===== src/rtl/lock_countdown_timer.sv =====
// rtl/lock_countdown_timer.sv - lock-breaker countdown timer driven by the game-state bus
//
// Ports:
//   clk            system clock
//   reset          synchronous active-high reset
//   state          game-state bus; RUN_STATE arms and runs the countdown
//   current_digit  present countdown value, START_VAL down to 0
//   flag           high once the countdown reaches 0, held while state==RUN_STATE
//   tick           one-cycle pulse on each decrement
//   running        high while the FSM is counting
//   hex            {g,f,e,d,c,b,a} 7-segment pattern for current_digit
module lock_countdown_timer #(
    parameter int          TICK_DIV       = 50000000,
    parameter int          START_VAL      = 9,
    parameter logic [3:0]  RUN_STATE      = 4'b1011,
    parameter bit          SEG_ACTIVE_LOW = 1'b1
) (
    input  logic       clk,
    input  logic       reset,
    input  logic [3:0] state,
    output logic [3:0] current_digit,
    output logic       flag,
    output logic       tick,
    output logic       running,
    output logic [6:0] hex
);

    localparam int         PW       = $clog2(TICK_DIV);
    localparam logic [PW-1:0] PRE_MAX = PW'(TICK_DIV - 1);
    localparam logic [3:0] START_D  = 4'(START_VAL);

    typedef enum logic [1:0] {
        IDLE = 2'd0,
        RUN  = 2'd1,
        DONE = 2'd2
    } fsm_t;

    fsm_t          fsm, fsm_n;
    logic [PW-1:0] prescaler, prescaler_n;
    logic [3:0]    digit_n;
    logic          flag_n, tick_n, running_n;
    logic          armed;
    logic [6:0]    seg;

    assign armed = (state == RUN_STATE);

    always_ff @(posedge clk) begin
        if (reset) begin
            fsm           <= IDLE;
            prescaler     <= '0;
            current_digit <= START_D;
            flag          <= 1'b0;
            tick          <= 1'b0;
            running       <= 1'b0;
        end else begin
            fsm           <= fsm_n;
            prescaler     <= prescaler_n;
            current_digit <= digit_n;
            flag          <= flag_n;
            tick          <= tick_n;
            running       <= running_n;
        end
    end

    always_comb begin
        fsm_n       = fsm;
        prescaler_n = prescaler;
        digit_n     = current_digit;
        flag_n      = flag;
        tick_n      = 1'b0;
        case (fsm)
            IDLE: begin
                digit_n     = START_D;
                prescaler_n = '0;
                flag_n      = 1'b0;
                if (armed) begin
                    if (START_VAL == 0) begin
                        fsm_n   = DONE;
                        flag_n  = 1'b1;
                        digit_n = 4'd0;
                    end else begin
                        fsm_n = RUN;
                    end
                end
            end
            RUN: begin
                if (!armed) begin
                    fsm_n       = IDLE;
                    digit_n     = START_D;
                    prescaler_n = '0;
                    flag_n      = 1'b0;
                end else if (prescaler == PRE_MAX) begin
                    prescaler_n = '0;
                    tick_n      = 1'b1;
                    // Reaching 0 (or already there) ends the run; never wrap below 0.
                    if (current_digit <= 4'd1) begin
                        digit_n = 4'd0;
                        fsm_n   = DONE;
                        flag_n  = 1'b1;
                    end else begin
                        digit_n = current_digit - 4'd1;
                    end
                end else begin
                    prescaler_n = prescaler + 1'b1;
                end
            end
            DONE: begin
                digit_n = 4'd0;
                flag_n  = 1'b1;
                if (!armed) begin
                    fsm_n       = IDLE;
                    digit_n     = START_D;
                    flag_n      = 1'b0;
                    prescaler_n = '0;
                end
            end
            default: begin
                fsm_n       = IDLE;
                digit_n     = START_D;
                prescaler_n = '0;
                flag_n      = 1'b0;
            end
        endcase
        running_n = (fsm_n == RUN);
    end

    // Active-high {g,f,e,d,c,b,a}; out-of-range values blank.
    always_comb begin
        case (current_digit)
            4'd0:    seg = 7'b0111111;
            4'd1:    seg = 7'b0000110;
            4'd2:    seg = 7'b1011011;
            4'd3:    seg = 7'b1001111;
            4'd4:    seg = 7'b1100110;
            4'd5:    seg = 7'b1101101;
            4'd6:    seg = 7'b1111101;
            4'd7:    seg = 7'b0000111;
            4'd8:    seg = 7'b1111111;
            4'd9:    seg = 7'b1101111;
            default: seg = 7'b0000000;
        endcase
        hex = SEG_ACTIVE_LOW ? ~seg : seg;
    end

endmodule


===== config.mk =====
export PLATFORM = sky130hd
export DESIGN_NAME = lock_countdown_timer
export DESIGN_NICKNAME = d
export VERILOG_FILES = /design/src/rtl/lock_countdown_timer.sv
export SDC_FILE = /design/constraint.sdc
export NUM_CORES = 1
export LEC_CHECK = 0
export CORE_MARGIN = 4
export CORE_UTILIZATION = 37
export CTS_BUF_LIST = sky130_fd_sc_hd__clkbuf_4 sky130_fd_sc_hd__clkbuf_8
export DETAILED_ROUTE_END_ITERATION = 6
export GPL_TIMING_DRIVEN = 1
export PLACE_DENSITY = 0.53
export SLEW_MARGIN = 20
export SYNTH_ARGS = -nofsm -noshare
export SYNTH_HDL_FRONTEND = slang
export SYNTH_SLANG_ARGS = --single-unit

===== constraint.sdc =====
create_clock -name clk -period 3.7 [get_ports clk]
set_clock_uncertainty 0.05 [all_clocks]
set_input_delay 0.74 -clock clk [delete_from_list [all_inputs] [get_ports clk]]
set_output_delay 0.74 -clock clk [all_outputs]
set_load 0.005 [all_outputs]

==> metrics.md, run 1 <==
| Metric | Value |
|---|---|
| Reg2Reg Setup Slack | `about 0.7 ns` |
| Slew Limit Fails | `0` |
| Measured slew at the worst slew-check pin | `just over 0.6 ns` |
| Final nets | `about 300` |
| Post-cts resize count | `0` |
| Max-cap violation count | `0` |
| Pre-CTS setup slack | `around 0.67 ns` |
| CP Cell Sequence | `or4_1, or4_4, or4_1, a21o_1, ha_1, mux2i_1, a21o_1` |
| Highest-count cells in the layout ignoring fill and taps | `42 x dfxtp_1, 38 x nor2_1, 20 x inv_1, 19 x clkdlybuf4s50_1, 14 x nand2_1` |
| Num CTS Buffers | `5` |
| Die area | `0.00718 mm^2` |
| Setup WS post-layout | `between 0.6 and 0.7 ns` |
| Placeable Area | `~0.0056 mm^2` |
| Starting Density | `0.389` |
| Number of synthesized flops with an enable pin | `0` |
| Leakage | `approximately 0.96 nW` |
| Placed cells | `345` |
| Antenna-violating nets left | `0` |
| All-Layer GR Usage | `0.131` |
| Slowest stage delay, CP | `around 0.60 ns` |
| DR vias | `1,726` |
| Hold Worst Slack | `~0.44 ns` |
| Area grow syn2layout | `18.7%` |
| Ports | `20` |
| Most common cell after layout, fill and taps aside | `dfxtp_1` |
| Initial antenna violation count | `0` |
| Setup TNS | `0 ns` |
| Critical path's slowest cell | `or4_4` |
| Kind of critical path | `reg2reg` |
| Die H | `between 80 and 90 um` |
| Worst IR Drop VDD | `0.165 mV` |
| Number of diodes | `0` |
| Clock transition at path regs | `roughly 0.080 ns` |
| Setup crit start kind | `register` |
| Asr flop ratio synth | `0` |
| Initial drt markers | `between 70 and 80` |
| Final hold vios | `0` |
| H-Tree Depth | `2` |
| Fmax | `between 300 and 400 MHz` |
| Tcrit/Tclk final | `0.814` |
| Cts hold-fix bufs | `0` |
| Area leader, netlist | `dfxtp_1` |
| Area contributors post-synth | `dfxtp_1 39%, ha_1 7.5%, nor2_1 6.5%` |
| Post-DR vias/cell | `4.90` |
| Status | `completed` |
| Final non-filler cell total | `between 300 and 400` |
| DR DRC count | `0` |
| Root buffer cell | `clkbuf_8` |
| YS warnings | `0` |
| Clock Sinks | `between 40 and 50` |
| I/O Buffers | `19` |
| PwrDens | `approximately 330 mW/mm^2` |
| WL/cell | `about 12 um` |
| Die X | `approximately 85 um` |
| Post-CTS setup buffer count | `0` |
| Critical path startpoint | `prescaler[9]` |
| Main flop type after synthesis | `dfxtp_1` |
| RSZ-0062 raised after global routing | `false` |
| Hold_sp | `prescaler[1]` |
| Delay-heaviest family, CP | `simple AND/OR/NAND/NOR gates` |
| GPL Wtd Cong | `about 0.80` |
| Minimum clock period | `between 3 and 4 ns` |
| Share of cells above drive strength 1 | `0.0643` |
| TritonCTS clock tree | `yes` |
| R2R Path Start | `prescaler[9]` |
| Worst EP arrival | `between 3 and 4 ns` |
| Clk buf depth | `2` |
| Syn_area_per_cell | `between 8 and 9 um^2` |
| Later-pin clock latency in the skew report | `slightly below 0.3 ns` |
| CP bufs+invs | `0` |
| Final HPWL DP | `between 3000 and 4000 um` |
| Routed WL | `about 4400 um` |
| Crit-path max FO | `6` |
| Yosys reg bits | `42` |
| Global route overflow | `0` |
| Number of global-route vias before repair | `between 1,500 and 2,000` |
| Share of the synthesized area in the top cell type | `0.386` |
| First-pass GRT wire length | `about 7700 um` |
| Max-slew headroom | `0.591` |
| HP Class | `reg2reg` |
| Yosys cell types | `46` |
| CP required | `~3.8 ns` |
| Post-Synthesis Cells | `254` |
| Netlist area before placement | `roughly 0.0022 mm^2` |
| Placement Rows | `27` |
| Syn_nets | `273` |
| Pre-antenna DRT Iters | `4` |
| Largest net degree at the start of global routing | `24` |
| Final setup viols | `0` |
| Worst setup EP type | `register` |
| Seq/Total Area, Yosys | `0.386` |
-- synth_stat cells (5+ instances only) --
cell type	count
xnor2_1	12
nand2_1	14
mux2i_1	6
nor3_1	7
nand4_1	6
or3_1	5
nor2_1	38
a21oi_1	8
xor2_1	9
nand3_1	8
a21o_1	6
inv_1	20
dfxtp_1	42
ha_1	13
-- where the power goes --
group	total, mW	internal [mW]	switching, mW
Combinational	0.0275	0.0150	0.0125
Clock	0.368	0.216	0.152
Sequential	0.456	0.454	0.00179
Total	0.851	0.685	0.166
-- per-layer routing --
metal / wire (um) / global-route usage / part of all wire
met5: 0 / 0 / 0
met4: 46 / 0.0388 / 0.011
met3: 109 / 0.0343 / 0.025
met2: 1920 / 0.201 / 0.44
met1: 2300 / 0.179 / 0.53
-- state kept, by name, indices dropped and copies added (netlist names) --
signal and count:
prescaler 26, seg 7, fsm 2, flag 1
current_digit 4, running 1, tick 1
-- worst reg2reg max path, cell delays in order (launching register included) --
cell     delay [ns]
dfxtp_1        0.34
or4_1          0.55
or4_4          0.60
or4_1          0.53
a21o_1         0.26
ha_1           0.32
mux2i_1        0.07
a21o_1         0.18
-- kinds of logic after synthesis --
group / count (synthesis) / share of synthesized area
simple gates: 103 / 0.242
flops: 42 / 0.386
compound gates: 41 / 0.128
buf+inv: 28 / 0.0580
xor+xnor: 21 / 0.0844
fa+ha+maj: 13 / 0.0746
mux: 6 / 0.0276
-- path summary, 6_finish.rpt --
path	end	depth (start not counted)
worst max register to register	seg[3]	7
worst max-delay path	seg[3]	7
worst min-delay path	prescaler[1]	2
worst min register to register	prescaler[1]	2
-- layout make-up --
class,count,area (um^2)
tap,72,90.1
multi-input combinational,184,1210
fill,597,3020
sequential,42,841
inverter,22,95.1
timing repair buffer,25,235
clock buffer,6,82.6
clock inverter,1,30.0
-- metrics by stage --
step | area [um^2] | util | power, mW
6_report | 2590 | 0.461 | 0.851
3_5_place_dp | 2470 | 0.441 | 0.494
4_1_cts | 2590 | 0.461 | 0.868
5_1_grt | 2590 | 0.461 | 0.891
3_3_place_gp | 2470 | 0.441 | 0.494
2_1_floorplan | 2180 | - | 0.479
Note: power is estimated with default switching activity, not from simulation.
==> run 2: changes to the inputs <==
==> constraint.sdc (replaced) <==
create_clock -name clk -period 2.8 [get_ports clk]
set_clock_uncertainty 0.05 [all_clocks]
set_input_delay 0.56 -clock clk [delete_from_list [all_inputs] [get_ports clk]]
set_output_delay 0.56 -clock clk [all_outputs]
set_load 0.005 [all_outputs]
==> metrics.md, run 2 (synthesis results as in run 1) <==
| Metric | Value |
|---|---|
| Final HPWL DP | `3530 um` |
| R2R cell count | `8` |
| WL/cell | `~12 um` |
| Placeable Area | `between 0.005 and 0.006 mm^2` |
| Tcrit/Tclk final | `0.973` |
| Initial drt markers | `50` |
| Hold path depth | `2` |
| Number of diodes | `0` |
| Worst IR Drop VDD | `roughly 0.19 mV` |
| Status | `completed` |
| First-pass GRT wire length | `a little over 8000 um` |
| Measured slew at the worst slew-check pin | `approximately 0.55 ns` |
| CP Depth | `8` |
| FF-to-FF End | `seg[5]` |
| Placement Rows | `27` |
| Worst EP arrival | `approximately 2.9 ns` |
| Max-cap violation count | `0` |
| Die H | `between 80 and 90 um` |
| I/O Buffers | `19` |
| CP endpoint | `seg[5]` |
| HP Class | `reg2reg` |
| Share of cells above drive strength 1 | `0.188` |
| Clk buf depth | `2` |
| Total Power | `1.06 mW` |
| Number of global-route vias before repair | `roughly 1,800` |
| Die X | `84.8 um` |
| Clock Sinks | `42` |
| Delay-heaviest family, CP | `simple AND/OR/NAND/NOR gates` |
| CP Cell Sequence | `or4_4, or4_4, or4_4, a21o_4, ha_1, inv_2, mux2i_1, a21o_1` |
| Final nets | `~330` |
| Die area | `0.00718 mm^2` |
| Crit-path max FO | `5` |
| Critical path startpoint | `prescaler[9]` |
| Pre-antenna DRT Iters | `4` |
| TritonCTS clock tree | `yes` |
| Ports | `20` |
| All-Layer GR Usage | `0.141` |
| Final hold vios | `0` |
| Worst setup EP type | `register` |
| Leakage | `approximately 1.1 nW` |
| Slew Limit Fails | `0` |
| Gr busiest metal | `met2` |
| Largest net degree at the start of global routing | `24` |
| Clock transition at path regs | `approximately 0.09 ns` |
| Later-pin clock latency in the skew report | `~0.29 ns` |
| Starting Density | `0.389` |
| Cts hold-fix bufs | `0` |
| Final setup viols | `0` |
| Most common cell after layout, fill and taps aside | `dfxtp_1` |
| DR vias | `about 1,900` |
| Root buffer cell | `clkbuf_8` |
| Kind of critical path | `reg2reg` |
| Antenna-violating nets left | `0` |
| Met3 usage | `0.0402` |
| Fmax | `between 300 and 400 MHz` |
| Area grow syn2layout | `30.1%` |
| Num CTS Buffers | `5` |
| Critical path's slowest cell | `or4_4` |
| DR DRC count | `0` |
| Reg2Reg Setup Slack | `approximately 0.074 ns` |
| Highest-count cells in the layout ignoring fill and taps | `40 x dfxtp_1, 38 x nor2_1, 34 x buf_4, 19 x clkdlybuf4s50_1, 18 x inv_1` |
| GPL Wtd Cong | `0.765` |
| CP required | `around 3.0 ns` |
| Met1 Use GR | `0.188` |
| R2R Path Start | `prescaler[9]` |
| M2 GR Usage | `0.226` |
| Placed inst area | `0.00268 mm^2` |
| Max FFs per register | `26` |
| PwrDens | `between 300 and 400 mW/mm^2` |
| Routed WL | `4750 um` |
| Most frequent CP cell | `or4_4` |
| Post-DR vias/cell | `approximately 4.9` |
| H-Tree Depth | `2` |
| CP bufs+invs | `1` |
| Largest Register | `prescaler` |
| Post-route cell area | `0.00284 mm^2` |
| Initial antenna violation count | `0` |
| Setup crit start kind | `register` |
| Max-slew headroom | `0.631` |
| Slowest stage delay, CP | `about 0.53 ns` |
| Global route overflow | `0` |
| Minimum clock period | `between 2 and 3 ns` |
## run 2: worst min-delay path by stage
stage,startpoint,end
finish,flag,flag
floorplan,prescaler[1],prescaler[1]
global placement,prescaler[1],prescaler[1]
global route,prescaler[1],prescaler[1]
CTS,prescaler[1],prescaler[1]
detailed placement,flag,flag
## run 2: cell type report
type / count / area [um^2]
fill: 551 / 2770
multi-input combinational: 184 / 1260
sequential: 42 / 843
timing repair buffer: 53 / 445
inverter: 22 / 97.6
tap: 72 / 90.1
clock buffer: 6 / 82.6
clock inverter: 2 / 16.3
## run 2: what timing repair did
| item | 4_1_cts | 5_1_grt |
|---|---|---|
| setup endpoints to repair | 7 | 7 |
| buffers inserted | 1 | 0 |
| pin swaps | 1 | 1 |
| gates resized for setup | 3 | 11 |
## run 2: through the flow
step | utilization | worst slack [ns] | setup TNS [ns] | hold WS [ns] | cells
final | 0.506 | 0.0744 | 0 | 0.441 | 381
after global routing | 0.506 | -0.00169 | -0.00233 | 0.482 | 381
after CTS | 0.499 | 0.00698 | 0 | 0.449 | 381
after detailed placement | 0.477 | -0.0495 | -0.154 | 0.435 | 372
after global placement | 0.477 | -0.0477 | -0.101 | 0.426 | 372
after floorplan | - | 0.00573 | 0 | 0.411 | 254
## run 2: per-layer routing
layer	wire length, um	vias to the layer above
met1	2390	859
met5	0	-
met2	2210	14
met4	43	0
li1	-	985
met3	103	4
## run 2: power breakdown
group | internal, mW | switching [mW] | leakage [nW]
clock network | 0.203 | 0.219 | 0.0478
logic | 0.0225 | 0.0177 | 0.716
registers | 0.600 | 0.00228 | 0.340
## run 2: worst min-delay path, cell delays in order, from the launching register on
cell and delay [ns]:
dfxtp_1 0.33, a21oi_1 0.06, nor2_1 0.07
